==> config.mk <==
export PLATFORM = sky130hd
export DESIGN_NAME = uart_rx_flat
export DESIGN_NICKNAME = d
export VERILOG_FILES = /design/src/rtl/uart_pkg.sv /design/src/rtl/uart_rx_if.sv /design/src/rtl/sync_ff.sv /design/src/rtl/uart_rx.sv /design/src/flat_wrapper.sv
export SDC_FILE = /design/constraint.sdc
export NUM_CORES = 1
export LEC_CHECK = 0
export CORE_MARGIN = 5
export CORE_UTILIZATION = 55
export CTS_CLUSTER_SIZE = 12
export DETAILED_ROUTE_END_ITERATION = 10
export GPL_TIMING_DRIVEN = 0
export PLACE_DENSITY = 0.79
export SYNTH_ARGS = -nofsm -noshare
export SYNTH_HDL_FRONTEND = slang
export SYNTH_SLANG_ARGS = --single-unit
==> constraint.sdc <==
create_clock -name clk -period 4.3 [get_ports clk]
set_clock_uncertainty 0.15 [all_clocks]
set_input_delay 0.86 -clock clk [delete_from_list [all_inputs] [get_ports clk]]
set_output_delay 0.86 -clock clk [all_outputs]
set_load 0.005 [all_outputs]
==> src/rtl/uart_pkg.sv <==
// Shared UART definitions: FSM state encoding, frame width and default bit divider.
package uart_pkg;

    localparam int DATA_BITS            = 8;
    localparam int DEFAULT_CLKS_PER_BIT = 868;

    typedef enum logic [2:0] {
        ST_IDLE  = 3'd0,
        ST_START = 3'd1,
        ST_DATA  = 3'd2,
        ST_STOP  = 3'd3,
        ST_BREAK = 3'd4
    } rx_state_e;

endpackage

==> src/rtl/uart_rx_if.sv <==
// Byte handshake between the UART receiver (master) and its consumer (slave).
interface uart_rx_if;
    import uart_pkg::*;

    logic [DATA_BITS-1:0] rx_data;
    logic                 rx_valid;
    logic                 rx_ready;

    modport master (output rx_data, output rx_valid, input rx_ready);
    modport slave  (input rx_data, input rx_valid, output rx_ready);

endinterface

==> src/rtl/sync_ff.sv <==
// Flop-chain synchronizer for an asynchronous input; resets to 1 so an idle-high line
// does not look like an edge when reset releases.
module sync_ff #(
    parameter int STAGES = 2
) (
    input  logic clk,
    input  logic rst,
    input  logic d,
    output logic q
);

    logic [STAGES-1:0] sync_q;
    logic [STAGES-1:0] sync_d;

    always_comb begin
        sync_d = {sync_q[STAGES-2:0], d};
    end

    always_ff @(posedge clk) begin
        if (rst) begin
            sync_q <= '1;
        end else begin
            sync_q <= sync_d;
        end
    end

    assign q = sync_q[STAGES-1];

endmodule

==> src/rtl/uart_rx.sv <==
// 8N1 UART receiver with mid-bit sampling, one-entry holding register,
// framing-error pulse and sticky overrun flag.
//
// state    | meaning
// ST_IDLE  | line idle, waiting for a falling start edge
// ST_START | counting to mid start bit to reject glitches
// ST_DATA  | sampling eight data bits, LSB first
// ST_STOP  | sampling the stop bit, delivering the byte
// ST_BREAK | stop bit was low; waiting for the line to return high
module uart_rx
    import uart_pkg::*;
#(
    parameter int CLKS_PER_BIT = DEFAULT_CLKS_PER_BIT,
    parameter int SYNC_STAGES  = 2
) (
    input  logic      clk,
    input  logic      rst,
    input  logic      UART_Rx,
    uart_rx_if.master rx_if,
    output logic      rx_busy,
    output logic      frame_err,
    output logic      overrun
);

    localparam int CNT_W = $clog2(CLKS_PER_BIT);
    localparam int IDX_W = $clog2(DATA_BITS);
    localparam logic [CNT_W-1:0] HALF_M1  = CNT_W'(CLKS_PER_BIT / 2 - 1);
    localparam logic [CNT_W-1:0] BIT_M1   = CNT_W'(CLKS_PER_BIT - 1);
    localparam logic [IDX_W-1:0] LAST_IDX = IDX_W'(DATA_BITS - 1);

    logic                 rx_s;
    rx_state_e            state_q, state_d;
    logic [CNT_W-1:0]     cnt_q, cnt_d;
    logic [IDX_W-1:0]     bit_idx_q, bit_idx_d;
    logic [DATA_BITS-1:0] shift_q, shift_d;
    logic [DATA_BITS-1:0] data_q, data_d;
    logic                 valid_q, valid_d;
    logic                 overrun_q, overrun_d;
    logic                 frame_err_q, frame_err_d;
    logic                 xfer;

    sync_ff #(.STAGES(SYNC_STAGES)) u_sync (
        .clk (clk),
        .rst (rst),
        .d   (UART_Rx),
        .q   (rx_s)
    );

    always_ff @(posedge clk) begin
        if (rst) begin
            state_q     <= ST_IDLE;
            cnt_q       <= '0;
            bit_idx_q   <= '0;
            shift_q     <= '0;
            data_q      <= '0;
            valid_q     <= 1'b0;
            overrun_q   <= 1'b0;
            frame_err_q <= 1'b0;
        end else begin
            state_q     <= state_d;
            cnt_q       <= cnt_d;
            bit_idx_q   <= bit_idx_d;
            shift_q     <= shift_d;
            data_q      <= data_d;
            valid_q     <= valid_d;
            overrun_q   <= overrun_d;
            frame_err_q <= frame_err_d;
        end
    end

    always_comb begin
        state_d     = state_q;
        cnt_d       = cnt_q;
        bit_idx_d   = bit_idx_q;
        shift_d     = shift_q;
        data_d      = data_q;
        valid_d     = valid_q;
        overrun_d   = overrun_q;
        frame_err_d = 1'b0;
        xfer        = valid_q & rx_if.rx_ready;

        if (xfer) begin
            valid_d   = 1'b0;
            overrun_d = 1'b0;
        end

        case (state_q)
            ST_IDLE: begin
                if (!rx_s) begin
                    state_d = ST_START;
                    cnt_d   = '0;
                end
            end
            ST_START: begin
                if (cnt_q == HALF_M1) begin
                    cnt_d     = '0;
                    bit_idx_d = '0;
                    state_d   = rx_s ? ST_IDLE : ST_DATA;
                end else begin
                    cnt_d = cnt_q + CNT_W'(1);
                end
            end
            ST_DATA: begin
                if (cnt_q == BIT_M1) begin
                    cnt_d              = '0;
                    shift_d[bit_idx_q] = rx_s;
                    if (bit_idx_q == LAST_IDX) begin
                        state_d = ST_STOP;
                    end else begin
                        bit_idx_d = bit_idx_q + IDX_W'(1);
                    end
                end else begin
                    cnt_d = cnt_q + CNT_W'(1);
                end
            end
            ST_STOP: begin
                if (cnt_q == BIT_M1) begin
                    cnt_d = '0;
                    if (rx_s) begin
                        state_d = ST_IDLE;
                        // A same-cycle transfer frees the slot, so the new byte is not an overrun.
                        if (!valid_q || xfer) begin
                            data_d  = shift_q;
                            valid_d = 1'b1;
                        end else begin
                            overrun_d = 1'b1;
                        end
                    end else begin
                        frame_err_d = 1'b1;
                        state_d     = ST_BREAK;
                    end
                end else begin
                    cnt_d = cnt_q + CNT_W'(1);
                end
            end
            ST_BREAK: begin
                if (rx_s) begin
                    state_d = ST_IDLE;
                end
            end
            default: begin
                state_d = ST_IDLE;
            end
        endcase
    end

    always_comb begin
        rx_busy         = (state_q != ST_IDLE);
        frame_err       = frame_err_q;
        overrun         = overrun_q;
        rx_if.rx_data   = data_q;
        rx_if.rx_valid  = valid_q;
    end

endmodule

==> src/flat_wrapper.sv <==
// flat-port wrapper written by rule: the top's interface ports become plain ports
module uart_rx_flat import uart_pkg::*;
#(
    parameter int CLKS_PER_BIT = DEFAULT_CLKS_PER_BIT,
    parameter int SYNC_STAGES  = 2
)
  (clk, rst, UART_Rx, rx_busy, frame_err, overrun, rx_if_rx_data, rx_if_rx_valid, rx_if_rx_ready);
  uart_rx_if rx_if_i ();
  input  logic clk;
  input  logic rst;
  input  logic UART_Rx;
  output logic rx_busy;
  output logic frame_err;
  output logic overrun;
  output wire logic [$bits(rx_if_i.rx_data)-1:0] rx_if_rx_data;
  output wire logic [$bits(rx_if_i.rx_valid)-1:0] rx_if_rx_valid;
  input wire logic [$bits(rx_if_i.rx_ready)-1:0] rx_if_rx_ready;
  assign rx_if_rx_data = rx_if_i.rx_data;
  assign rx_if_rx_valid = rx_if_i.rx_valid;
  assign rx_if_i.rx_ready = rx_if_rx_ready;
  uart_rx #(.CLKS_PER_BIT(CLKS_PER_BIT), .SYNC_STAGES(SYNC_STAGES)) u_core (.clk(clk), .rst(rst), .UART_Rx(UART_Rx), .rx_if(rx_if_i), .rx_busy(rx_busy), .frame_err(frame_err), .overrun(overrun));
endmodule
==> flow_summary_export.csv <==
group,metric,value,unit
setup_path,timing.critical_path.slowest_stage_cell,"sky130_fd_sc_hd__clkdlybuf4s50_1",
setup_path,worstSetupEndpointType,"output pin",
timing,max_freq,0.362,GHz
drt,first_iter_violations,90,
grt,grt_pass1_vias,1369,
timing,final.hold.worst_slack,0.268,ns
timing,layout_worst_path_cycle_share,64.3,%
setup_path,cp_data_arrival_time,1.75,ns
setup_path,timing.reg2reg.setup_slack,1.71,ns
logic_synthesis,synth_seq_cells,37,
power,power.leakage,0.829,nW
setup_path,path_class,"register to output pin",
power,clock_power_share,37.5,%
timing,postLayoutSetupSlackWorst,1.54,ns
logic_synthesis,number_of_enable_type_register_cells_in_the_synthesized_netlist,0,
die,std_cell_rows,21,
timing,timing.final.max_slew_violations,0,
drt,num_vias,1548,
power,internal-power,0.000587,W
setup_path,timing.critical_path.slowest_cell_delay,0.46,ns
place,detailedPlacementHpwl,2580,um
finish,mostFrequentLayoutCell,"sky130_fd_sc_hd__dfxtp_1",
finish,area.sequential,741,um2
finish,mostFrequentLayoutCells,"sky130_fd_sc_hd__dfxtp_1 (37), sky130_fd_sc_hd__nand2_1 (20), sky130_fd_sc_hd__nor2_1 (20)",
clock_tree,clock-root-buffer,"sky130_fd_sc_hd__clkbuf_4",
die,die-width,67.9,um
setup_path,r2r-start,"u_core.cnt_q[8]",
power,share_comb_of_total_power,16.9,%
flow_run,cap_violations,0,
drt,avgRoutedWirePerCell,13.0,um
setup_path,timing.reg2reg.worst_path_depth,9,
power,share_seq_of_total_power,45.6,%
setup_path,worstReg2RegEnd,"u_core.rx_if.rx_data[0]",
clock_tree,cts_sinks,37,
grt,overflow,0,
clock_tree,cts_htree_levels,2,
logic_synthesis,synth_top_flop_cell,"sky130_fd_sc_hd__dfxtp_1",
die,initial_core_util,56.2,%
logic_synthesis,synth_sequential_area_ratio,40.1,%
clock_tree,worst_setup_hold_path_clk_slew,0.10,ns
finish,nNetsFinal,238,
place,gp_congestion,0.815,
clock_tree,hold_buffer_count_at_cts,0,
finish,multi_input_gate_area,1010,um2
clock_tree,latest_clock_arrival_within_the_worst_skew_pair,0.35,ns
timing,timing.final.setup_violations,0,
finish,area_delta_synth_final,16.8,%
setup_path,critical_path.startpoint_type,"register",
finish,insertedDiodeCount,0,
power,ir_worst_vdd,0.000251,V
hold_path,worst_hold_startpoint,"u_core.u_sync.sync_q[0]",
timing,grt_setup_unrepaired,"false",
drt,drc,0,
timing,final_hold_viol_count,0,
hold_path,hold-path-cell-count,1,
finish,n_fill_cell,284,
grt,pin_count_of_the_biggest_net_entering_global_routing,13,
setup_path,worst-path-max-fanout,10,
setup_path,crit_path_cell_trace,"clkbuf_1 > or3_1 > clkdlybuf4s50_1",
place,worst_case_setup_slack_after_placement,1.55,ns
die,fp.dieArea,4620,um2
grt,grt.total_usage,17.6,%
logic_synthesis,mappedNetlistNets,216,
finish,post_route_cells_drive_above_1_share,12.6,%
grt,antenna_found_initial,0,
setup_path,worstPathRequired,3.29,ns
hold_path,holdPathEnd,"u_core.u_sync.sync_q[1]",
power,switching_share,25.6,%
logic_synthesis,post_synth.cell_area_avg,8.88,um2
timing,timing.setup.tns,0,ns
logic_synthesis,yosysUniqueCellTypes,44,
drt,drt_pre_antenna_iters,4,
drt,detail-route-antenna-nets,0,
logic_synthesis,synth_cells,208,
clock_tree,cts-root-to-sink-buffers,2,
die,die_h,67.9,um
drt,route.final.wire_length,3590,um
clock_tree,cts_made_buffers,5,
logic_synthesis,async_flop_share,0,%
timing,period_needed,2.76,ns
outcome,outcome,"complete, no violations",
clock_tree,cts_tree,"yes",
clock_tree,number_of_gates_given_a_new_drive_strength_after_cts,0,
place,io_buffer_count,15,
timing,timing_worst_slew_pin_value,0.738,ns
die,design.portCount,16,
logic_synthesis,synth_warnings,0,
die,placeableCoreArea,3280,um2
grt,global_route_wire_length_before_repair,6090,um
place,place_inst,269,
power,power_per_cell_area,366,nW/um2
finish,finish.cell_count_without_fillers,277,
timing,rel_slew_slack,50.7,%
power,fin_total_pwr,0.000789,W
drt,vias_per_cell,5.59,
clock_tree,postCtsSetupRepairBufs,0,
logic_synthesis,netlist_area,1850,um2
hold_path,hold_class,"register to register",
power,power.switching,0.000202,W
power groups by stage:
stage / sequential, W / combinational, W / clock (W)
2_1_floorplan: 0.000365 / 0.0000973 / 0
3_3_place_gp: 0.000367 / 0.000129 / 0
3_5_place_dp: 0.000368 / 0.000131 / 0
4_1_cts: 0.000360 / 0.000133 / 0.000305
5_1_grt: 0.000362 / 0.000153 / 0.000315
6_report: 0.000360 / 0.000133 / 0.000296
Yosys cell counts, types with 2 or more instances:
library cell / count / area (um2)
sky130_fd_sc_hd__ha_1: 4 / 50.1
sky130_fd_sc_hd__dfxtp_1: 37 / 741
sky130_fd_sc_hd__nor4_1: 4 / 25.0
sky130_fd_sc_hd__nor2_1: 20 / 75.1
sky130_fd_sc_hd__a21oi_1: 9 / 45.0
sky130_fd_sc_hd__or3_1: 3 / 18.8
sky130_fd_sc_hd__or2_2: 3 / 18.8
sky130_fd_sc_hd__or3b_2: 2 / 17.5
sky130_fd_sc_hd__inv_1: 4 / 15.0
sky130_fd_sc_hd__nand3_1: 8 / 40.0
sky130_fd_sc_hd__a211oi_1: 2 / 15.0
sky130_fd_sc_hd__nand2b_1: 7 / 43.8
sky130_fd_sc_hd__nor3_1: 5 / 25.0
sky130_fd_sc_hd__nand3_2: 5 / 50.1
sky130_fd_sc_hd__nand3b_1: 2 / 15.0
sky130_fd_sc_hd__clkbuf_1: 8 / 30.0
sky130_fd_sc_hd__mux2i_1: 12 / 120
sky130_fd_sc_hd__o31ai_1: 2 / 15.0
sky130_fd_sc_hd__o21ai_2: 5 / 43.8
sky130_fd_sc_hd__buf_6: 2 / 22.5
sky130_fd_sc_hd__nand4bb_1: 2 / 22.5
sky130_fd_sc_hd__and3_1: 2 / 12.5
sky130_fd_sc_hd__o311ai_0: 3 / 26.3
sky130_fd_sc_hd__o21ai_0: 10 / 50.1
sky130_fd_sc_hd__nor3b_1: 4 / 30.0
sky130_fd_sc_hd__a21o_1: 3 / 22.5
sky130_fd_sc_hd__nand2_1: 20 / 75.1
sky130_fd_sc_hd__a22o_1: 4 / 35.0
layout make-up:
class	instances	share of cell area, %
tap	46	2.67
buffer	13	3.77
sequential	37	34.3
clock inverter	3	3.02
multi-input combinational	154	46.8
clock buffer	5	1.74
inverter	4	0.696
timing repair buffer	15	6.96
cell families after synthesis:
family                   synth area share [%]
XOR/XNOR                                0.949
multiplexers                             6.50
buffers and inverters                    5.22
AO/OA/AOI/OAI                            16.5
adder cells (fa/ha/maj)                  2.71
flip-flops                               40.1
AND/OR/NAND/NOR                          28.0
how the worst max path moves through the flow:
stage	endpoint	from	slack, ns
detailed placement	u_core.cnt_q[4]	rst	1.55
global placement	u_core.cnt_q[3]	rst	1.54
global route	rx_busy	u_core.state_q[2]	1.45
floorplan	u_core.rx_if.rx_data[0]	u_core.cnt_q[8]	1.84
finish	rx_busy	u_core.state_q[2]	1.54
CTS	rx_busy	u_core.state_q[2]	1.52
worst max-delay path: cells and delay by family (launching register included):
kind / cells / cell delay, ns
simple gates: 1 / 0.41
flops: 1 / 0.34
buf+inv: 2 / 0.67
layer usage:
metal | up-vias | global-route usage, % | part of all wire [%]
met2 | 22 | 28.0 | 47
met3 | 4 | 3.61 | 3.6
li1 | 800 | - | -
met4 | 0 | 8.93 | 1.2
met1 | 722 | 22.4 | 49
met5 | - | 0 | 0
metrics by stage:
stage | instance area, um2 | util (%)
finish | 2160 | 65.7
global route | 2160 | 65.7
CTS | 2160 | 65.7
detailed placement | 2050 | 62.6
global placement | 2050 | 62.6
floorplan | 1850 | -
sequential cells by signal, indices dropped and copies added (netlist names):
register	flops
u_core.cnt_q	10
u_core.rx_if.rx_data	8
u_core.shift_q	8
u_core.bit_idx_q	3
u_core.state_q	3
u_core.u_sync.sync_q	2
u_core.frame_err	1
u_core.overrun	1
u_core.rx_if.rx_valid	1
No activity file was read; power rests on OpenSTA's default activity.
